`config.mk`:
```
export PLATFORM = sky130hd
export DESIGN_NAME = uart_ram_ctrl
export DESIGN_NICKNAME = d
export VERILOG_FILES = /design/src/rtl/uart_ram_ctrl.sv
export SDC_FILE = /design/constraint.sdc
export NUM_CORES = 1
export LEC_CHECK = 0
export CORE_MARGIN = 2
export CORE_UTILIZATION = 25
export CTS_CLUSTER_DIAMETER = 40
export DETAILED_ROUTE_END_ITERATION = 10
export DONT_BUFFER_PORTS = 1
export HOLD_SLACK_MARGIN = 0.06
export PLACE_DENSITY = 0.44
export SLEW_MARGIN = 15
export SYNTH_ARGS = -nofsm -noshare
export SYNTH_HDL_FRONTEND = slang
export SYNTH_SLANG_ARGS = --single-unit
```
`constraint.sdc`:
```
create_clock -name sys_clk -period 1.68 [get_ports sys_clk]
set_input_delay 0.252 -clock sys_clk [delete_from_list [all_inputs] [get_ports sys_clk]]
set_output_delay 0.252 -clock sys_clk [all_outputs]
set_load 0.1 [all_outputs]
```
`src/rtl/uart_ram_ctrl.sv`:
```
// rtl/uart_ram_ctrl.sv - parses uart_rx command frames into RAM writes or RAM read-back through uart_tx
module uart_ram_ctrl #(
    parameter logic [7:0] CMD_WR      = 8'hA5,
    parameter logic [7:0] CMD_RD      = 8'h5A,
    parameter int         TIMEOUT_CYC = 4096
) (
    input  logic       sys_clk,
    input  logic       rst,
    input  logic [7:0] rx_data,
    input  logic       rx_bits_ok,
    output logic       ram_we,
    output logic [7:0] ram_addr,
    output logic [7:0] ram_wdata,
    input  logic [7:0] ram_rdata,
    output logic [7:0] tx_data,
    output logic       tx_start,
    input  logic       tx_idle,
    output logic       busy,
    output logic       frame_done,
    output logic       frame_err
);
    localparam int TW = $clog2(TIMEOUT_CYC);
    localparam logic [TW-1:0] T_LAST = TW'(TIMEOUT_CYC - 1);

    typedef enum logic [2:0] {
        IDLE, GET_ADDR, GET_LEN, WR_DATA, RD_FETCH, RD_LATCH, RD_WAIT_IDLE, RD_WAIT_ACK
    } state_t;

    state_t        state;
    logic          rx_ok_d;
    logic          rx_stb;
    logic          is_rd;
    logic [7:0]    addr;
    logic [8:0]    remaining;
    logic [TW-1:0] tcnt;
    logic          timeout_hit;

    assign rx_stb      = rx_bits_ok & ~rx_ok_d;
    assign timeout_hit = (tcnt == T_LAST);
    assign busy        = (state != IDLE);

    always_ff @(posedge sys_clk or posedge rst) begin
        if (rst) begin
            state      <= IDLE;
            rx_ok_d    <= 1'b0;
            is_rd      <= 1'b0;
            addr       <= 8'h00;
            remaining  <= 9'd0;
            tcnt       <= '0;
            ram_we     <= 1'b0;
            ram_addr   <= 8'h00;
            ram_wdata  <= 8'h00;
            tx_data    <= 8'h00;
            tx_start   <= 1'b0;
            frame_done <= 1'b0;
            frame_err  <= 1'b0;
        end else begin
            rx_ok_d    <= rx_bits_ok;
            ram_we     <= 1'b0;
            tx_start   <= 1'b0;
            frame_done <= 1'b0;
            frame_err  <= 1'b0;
            // Bytes arriving while a read-back is running are discarded
            if (rx_stb && state inside {RD_FETCH, RD_LATCH, RD_WAIT_IDLE, RD_WAIT_ACK})
                frame_err <= 1'b1;
            case (state)
                IDLE: begin
                    if (rx_stb) begin
                        if (rx_data == CMD_WR || rx_data == CMD_RD) begin
                            is_rd <= (rx_data == CMD_RD);
                            tcnt  <= '0;
                            state <= GET_ADDR;
                        end else begin
                            frame_err <= 1'b1;
                        end
                    end
                end
                GET_ADDR: begin
                    if (rx_stb) begin
                        addr  <= rx_data;
                        tcnt  <= '0;
                        state <= GET_LEN;
                    end else if (timeout_hit) begin
                        frame_err <= 1'b1;
                        state     <= IDLE;
                    end else begin
                        tcnt <= tcnt + 1'b1;
                    end
                end
                GET_LEN: begin
                    if (rx_stb) begin
                        remaining <= (rx_data == 8'h00) ? 9'd256 : {1'b0, rx_data};
                        tcnt      <= '0;
                        if (is_rd) begin
                            // Present the address early so a registered-read RAM is ready by RD_LATCH
                            ram_addr <= addr;
                            state    <= RD_FETCH;
                        end else begin
                            state <= WR_DATA;
                        end
                    end else if (timeout_hit) begin
                        frame_err <= 1'b1;
                        state     <= IDLE;
                    end else begin
                        tcnt <= tcnt + 1'b1;
                    end
                end
                WR_DATA: begin
                    if (rx_stb) begin
                        ram_we    <= 1'b1;
                        ram_addr  <= addr;
                        ram_wdata <= rx_data;
                        addr      <= addr + 8'd1;
                        remaining <= remaining - 9'd1;
                        tcnt      <= '0;
                        if (remaining == 9'd1) begin
                            frame_done <= 1'b1;
                            state      <= IDLE;
                        end
                    end else if (timeout_hit) begin
                        frame_err <= 1'b1;
                        state     <= IDLE;
                    end else begin
                        tcnt <= tcnt + 1'b1;
                    end
                end
                RD_FETCH: begin
                    ram_addr <= addr;
                    state    <= RD_LATCH;
                end
                RD_LATCH: begin
                    tx_data <= ram_rdata;
                    state   <= RD_WAIT_IDLE;
                end
                RD_WAIT_IDLE: begin
                    if (tx_idle) begin
                        tx_start <= 1'b1;
                        state    <= RD_WAIT_ACK;
                    end
                end
                RD_WAIT_ACK: begin
                    if (!tx_idle) begin
                        addr      <= addr + 8'd1;
                        remaining <= remaining - 9'd1;
                        if (remaining == 9'd1) begin
                            frame_done <= 1'b1;
                            state      <= IDLE;
                        end else begin
                            ram_addr <= addr + 8'd1;
                            state    <= RD_FETCH;
                        end
                    end
                end
                default: state <= IDLE;
            endcase
        end
    end
endmodule

```
==> metrics.json <==
{
  "run_status": {"value": "finished, violations left"},
  "failing_checks": {"value": "negative setup slack"},
  "die-height": {"value": 118, "unit": "um"},
  "ios": {"value": 49},
  "placed_cell_area": {"value": 4050, "unit": "um^2"},
  "clockBufferDepth": {"value": 2},
  "firstDrtPassIters": {"value": 4},
  "synth_largest_area_cell": {"value": "sky130_fd_sc_hd__dfrtp_1"},
  "final.min_clock_period": {"value": 1.77, "unit": "ns"},
  "number_of_enable_flip_flop_cells_after_synthesis": {"value": 0},
  "vdd.ir_drop.worst": {"value": 0.00124, "unit": "V"},
  "worstMarginPinSlew": {"value": 0.472, "unit": "ns"},
  "power_per_cell_area": {"value": 1960, "unit": "nW/um^2"},
  "finalMaxSlewViolations": {"value": 0},
  "dr.first_iter.drc_count": {"value": 136},
  "fill_cells": {"value": 1297},
  "synth_async_sr_flop_share": {"value": 1.00},
  "dp_hpwl": {"value": 5820, "unit": "um"},
  "wirelength_routed": {"value": 8490, "unit": "um"},
  "hold_path_class": {"value": "input pin to flip-flop"},
  "fraction_of_layout_instances_using_a_drive_strength_above_1": {"value": 0.357},
  "die_x": {"value": 118, "unit": "um"},
  "row_count": {"value": 41},
  "crit_required": {"value": 1.91, "unit": "ns"},
  "maxSlewHeadroom": {"value": 0.685},
  "start_util": {"value": 0.256},
  "startpoint_type": {"value": "flip-flop"},
  "synth.cells.most_frequent": {"value": "sky130_fd_sc_hd__dfrtp_1 (62), sky130_fd_sc_hd__nor2_1 (36), sky130_fd_sc_hd__mux2_2 (25)"},
  "clock_tree_root_buffer_cell": {"value": "sky130_fd_sc_hd__clkbuf_16"},
  "tritoncts.num_buffers": {"value": 9},
  "final_number_of_hold_violating_endpoints": {"value": 0},
  "worst_slack_setup_final": {"value": -0.0853, "unit": "ns"},
  "fin_skew": {"value": 0.00752, "unit": "ns"},
  "p_leak": {"value": 2.08, "unit": "nW"},
  "tritoncts": {"value": "done"},
  "setup_violations": {"value": 9},
  "vias_in_the_first_global_route": {"value": 2666},
  "cts_num_sinks": {"value": 62},
  "maxClockFrequency": {"value": 566, "unit": "MHz"},
  "wl_per_cell": {"value": 14.4, "unit": "um"},
  "synth_cell_type_count": {"value": 49},
  "cell_count_after_synthesis": {"value": 321},
  "grt_first_pass_wirelength": {"value": 14100, "unit": "um"},
  "global_route.usage.total": {"value": 0.130},
  "place.port_buffers": {"value": 0},
  "min_period_over_period": {"value": 1.05},
  "synthesis.area": {"value": 3240, "unit": "um^2"},
  "route.antenna.remaining_nets": {"value": 0},
  "syn_nets": {"value": 345},
  "count_of_antenna_diodes_in_the_layout": {"value": 0},
  "clkSlewWorstSetupHoldPaths": {"value": 0.06, "unit": "ns"},
  "synth.most_common_cell": {"value": "sky130_fd_sc_hd__dfrtp_1"},
  "critPathCaptureType": {"value": "flip-flop"},
  "grt_antenna_before_repair": {"value": 0},
  "detail_route.drc_violations": {"value": 0},
  "yosysWarnings": {"value": 0},
  "placeableCoreArea": {"value": 12700, "unit": "um^2"},
  "layout.cell_area.non_filler": {"value": 4730, "unit": "um^2"},
  "synth_area_leaders": {"value": "sky130_fd_sc_hd__dfrtp_1 (48%), sky130_fd_sc_hd__mux2_2 (8.7%), sky130_fd_sc_hd__nor2_1 (4.2%), sky130_fd_sc_hd__a31oi_1 (2.9%), sky130_fd_sc_hd__o21ai_0 (2.8%)"},
  "pre_cts_slack": {"value": -0.161, "unit": "ns"},
  "timing_worst_setup_path_type": {"value": "flip-flop to flip-flop"},
  "cp_max_fo": {"value": 3},
  "synthFlopType": {"value": "sky130_fd_sc_hd__dfrtp_1"},
  "unrepaired_setup_endpoints_after_global_routing": {"value": "yes"},
  "cts_htree_levels": {"value": 3},
  "routed-via-count": {"value": 2710},
  "timing.max_cap.violations": {"value": 0},
  "finalNetCount": {"value": 436},
  "globalplace.congestion": {"value": 0.772},
  "globalRoute.totalOverflow": {"value": 0},
  "seq_area_frac_synth": {"value": 0.478},
  "layout-area-overhead-vs-synth": {"value": 45.9, "unit": "%"},
  "vias_per_cell": {"value": 4.60},
  "synth_top_area_share": {"value": 0.478},
  "die-area": {"value": 13900, "unit": "um^2"},
  "postSynthAreaPerCell": {"value": 10.1, "unit": "um^2"},
  "synthesized_flop_and_latch_total": {"value": 62},
  "largest_net_degree_at_the_start_of_global_routing": {"value": 33},
  "clock_latency_reported_for_the_late_side_of_the_worst_skew_pair": {"value": 0.34, "unit": "ns"},
  "critPathArrivalTime": {"value": 2.00, "unit": "ns"}
}
[power breakdown]
part | switching [mW] | leakage (nW) | total [mW] | internal (mW)
combinational | 3.03 | 1.15 | 4.79 | 1.76
sequential | 0.403 | 0.762 | 2.39 | 1.99
clock | 0.679 | 0.166 | 2.10 | 1.42
[routing by layer]
| layer | share of wire | wire (um) | up-vias | global-route usage |
|---|---|---|---|---|
| met5 | 0 | 0 | - | 0 |
| met2 | 0.44 | 3760 | 49 | 0.189 |
| li1 | - | - | 1349 | - |
| met3 | 0.034 | 286 | 12 | 0.0247 |
| met4 | 0.027 | 228 | 0 | 0.0791 |
| met1 | 0.50 | 4220 | 1300 | 0.178 |
[kinds of logic after synthesis]
family / after synthesis / share of synthesized area
DFF: 62 / 0.478
and+or+nand+nor: 110 / 0.174
xor gates and xnor gates: 13 / 0.0351
buffers and inverters: 23 / 0.0355
muxes: 27 / 0.0929
AOI/OAI and AO/OA: 82 / 0.169
adders and majority gates: 4 / 0.0154
[placed cells by master (no fill, tap or decap), types with 2 or more instances in the layout]
cell                            Yosys  routed
sky130_fd_sc_hd__o22a_1            10      10
sky130_fd_sc_hd__or4_4              2       2
sky130_fd_sc_hd__mux2_4             0       8
sky130_fd_sc_hd__nor3_1             8       6
sky130_fd_sc_hd__mux2_2            25      17
sky130_fd_sc_hd__bufinv_16          0       2
sky130_fd_sc_hd__clkbuf_8           0       3
sky130_fd_sc_hd__inv_1              7       4
sky130_fd_sc_hd__mux2i_1            2       2
sky130_fd_sc_hd__buf_6              2       4
sky130_fd_sc_hd__a21oi_1           15      14
sky130_fd_sc_hd__nor2b_1            4       4
sky130_fd_sc_hd__ha_1               4       2
sky130_fd_sc_hd__a31oi_1           15      14
sky130_fd_sc_hd__o21ai_2            2       3
sky130_fd_sc_hd__buf_12             0       7
sky130_fd_sc_hd__nand2_1           23      23
sky130_fd_sc_hd__dfrtp_2            0       2
sky130_fd_sc_hd__nand4_1            5       5
sky130_fd_sc_hd__nor2_1            36      35
sky130_fd_sc_hd__xnor2_1            9       9
sky130_fd_sc_hd__nand3_1            8       7
sky130_fd_sc_hd__a22oi_1            2       2
sky130_fd_sc_hd__buf_4              2      66
sky130_fd_sc_hd__dfrtp_1           62      60
sky130_fd_sc_hd__inv_2              0       2
sky130_fd_sc_hd__clkbuf_16          0       9
sky130_fd_sc_hd__xor2_1             4       4
sky130_fd_sc_hd__and2_1             2       2
sky130_fd_sc_hd__a22o_1             7       7
sky130_fd_sc_hd__nor3_4             1       2
sky130_fd_sc_hd__and3_1             5       5
sky130_fd_sc_hd__nand2b_1           5       4
sky130_fd_sc_hd__o21ai_0           18      18
sky130_fd_sc_hd__o21a_1             2       2
sky130_fd_sc_hd__dlygate4sd3_1      0      17
sky130_fd_sc_hd__nor2_2             1       2
[worst paths after layout]
kind,from,end,slack (ns),cells past startpoint
worst max-delay path,remaining[1],state[0],-0.09,9
worst min-delay path,ram_rdata[0],tx_data[0],0.08,1
worst max register to register,remaining[1],state[0],-0.09,9
worst min register to register,tcnt[11],tcnt[11],0.49,1
max in group asynchronous,rst,remaining[5],0.73,3
min in group asynchronous,rst,tx_data[7],0.42,2
[worst max-delay path: stages (launching register included)]
cell	delay, ns
sky130_fd_sc_hd__dfrtp_1	0.38
sky130_fd_sc_hd__inv_2	0.08
sky130_fd_sc_hd__ha_4	0.11
sky130_fd_sc_hd__nor4b_4	0.19
sky130_fd_sc_hd__nand3_2	0.12
sky130_fd_sc_hd__buf_4	0.16
sky130_fd_sc_hd__buf_6	0.11
sky130_fd_sc_hd__a32oi_4	0.20
sky130_fd_sc_hd__nand2_1	0.08
sky130_fd_sc_hd__a22o_1	0.23
[stage by stage]
| step | util | power (mW) | TNS, ns | cells | hold slack (ns) |
|---|---|---|---|---|---|
| floorplan | - | 5.55 | -0.339 | 321 | 0.283 |
| global placement | 0.320 | 6.87 | -1.05 | 551 | 0.165 |
| detailed placement | 0.320 | 6.91 | -1.36 | 551 | 0.170 |
| CTS | 0.366 | 9.24 | -0.699 | 586 | 0.0642 |
| global route | 0.373 | 9.80 | -1.54 | 589 | 0.0653 |
| finish | 0.373 | 9.28 | -0.727 | 589 | 0.0796 |
[sequential cells by signal (all words and copies together), names as in the netlist]
name and flops:
tx_data 8, addr 8, tx_start 1, ram_we 1, remaining 9, frame_done 1
rx_ok_d 1, tcnt 12, ram_wdata 8, state 3, frame_err 1, ram_addr 8
is_rd 1
[area by class of cell]
cell class	count	area, um^2	share of cell area
multi-input cells	236	1730	0.365
flip-flops and latches	62	1550	0.328
repair buffers	96	871	0.184
clock buffers	13	270	0.0571
inverters	7	30.0	0.00635
well taps	172	215	0.0455
clock inverters	3	65.1	0.0137
[timing repair]
item                       CTS  global route
hold buffers                17             0
pin swaps                    3             5
buffers inserted             2             3
setup endpoints to repair   15            24
gates resized for setup     15            15
cloned                       0             0
hold endpoints to repair    33             0
Power figures use the tool's default switching activity.
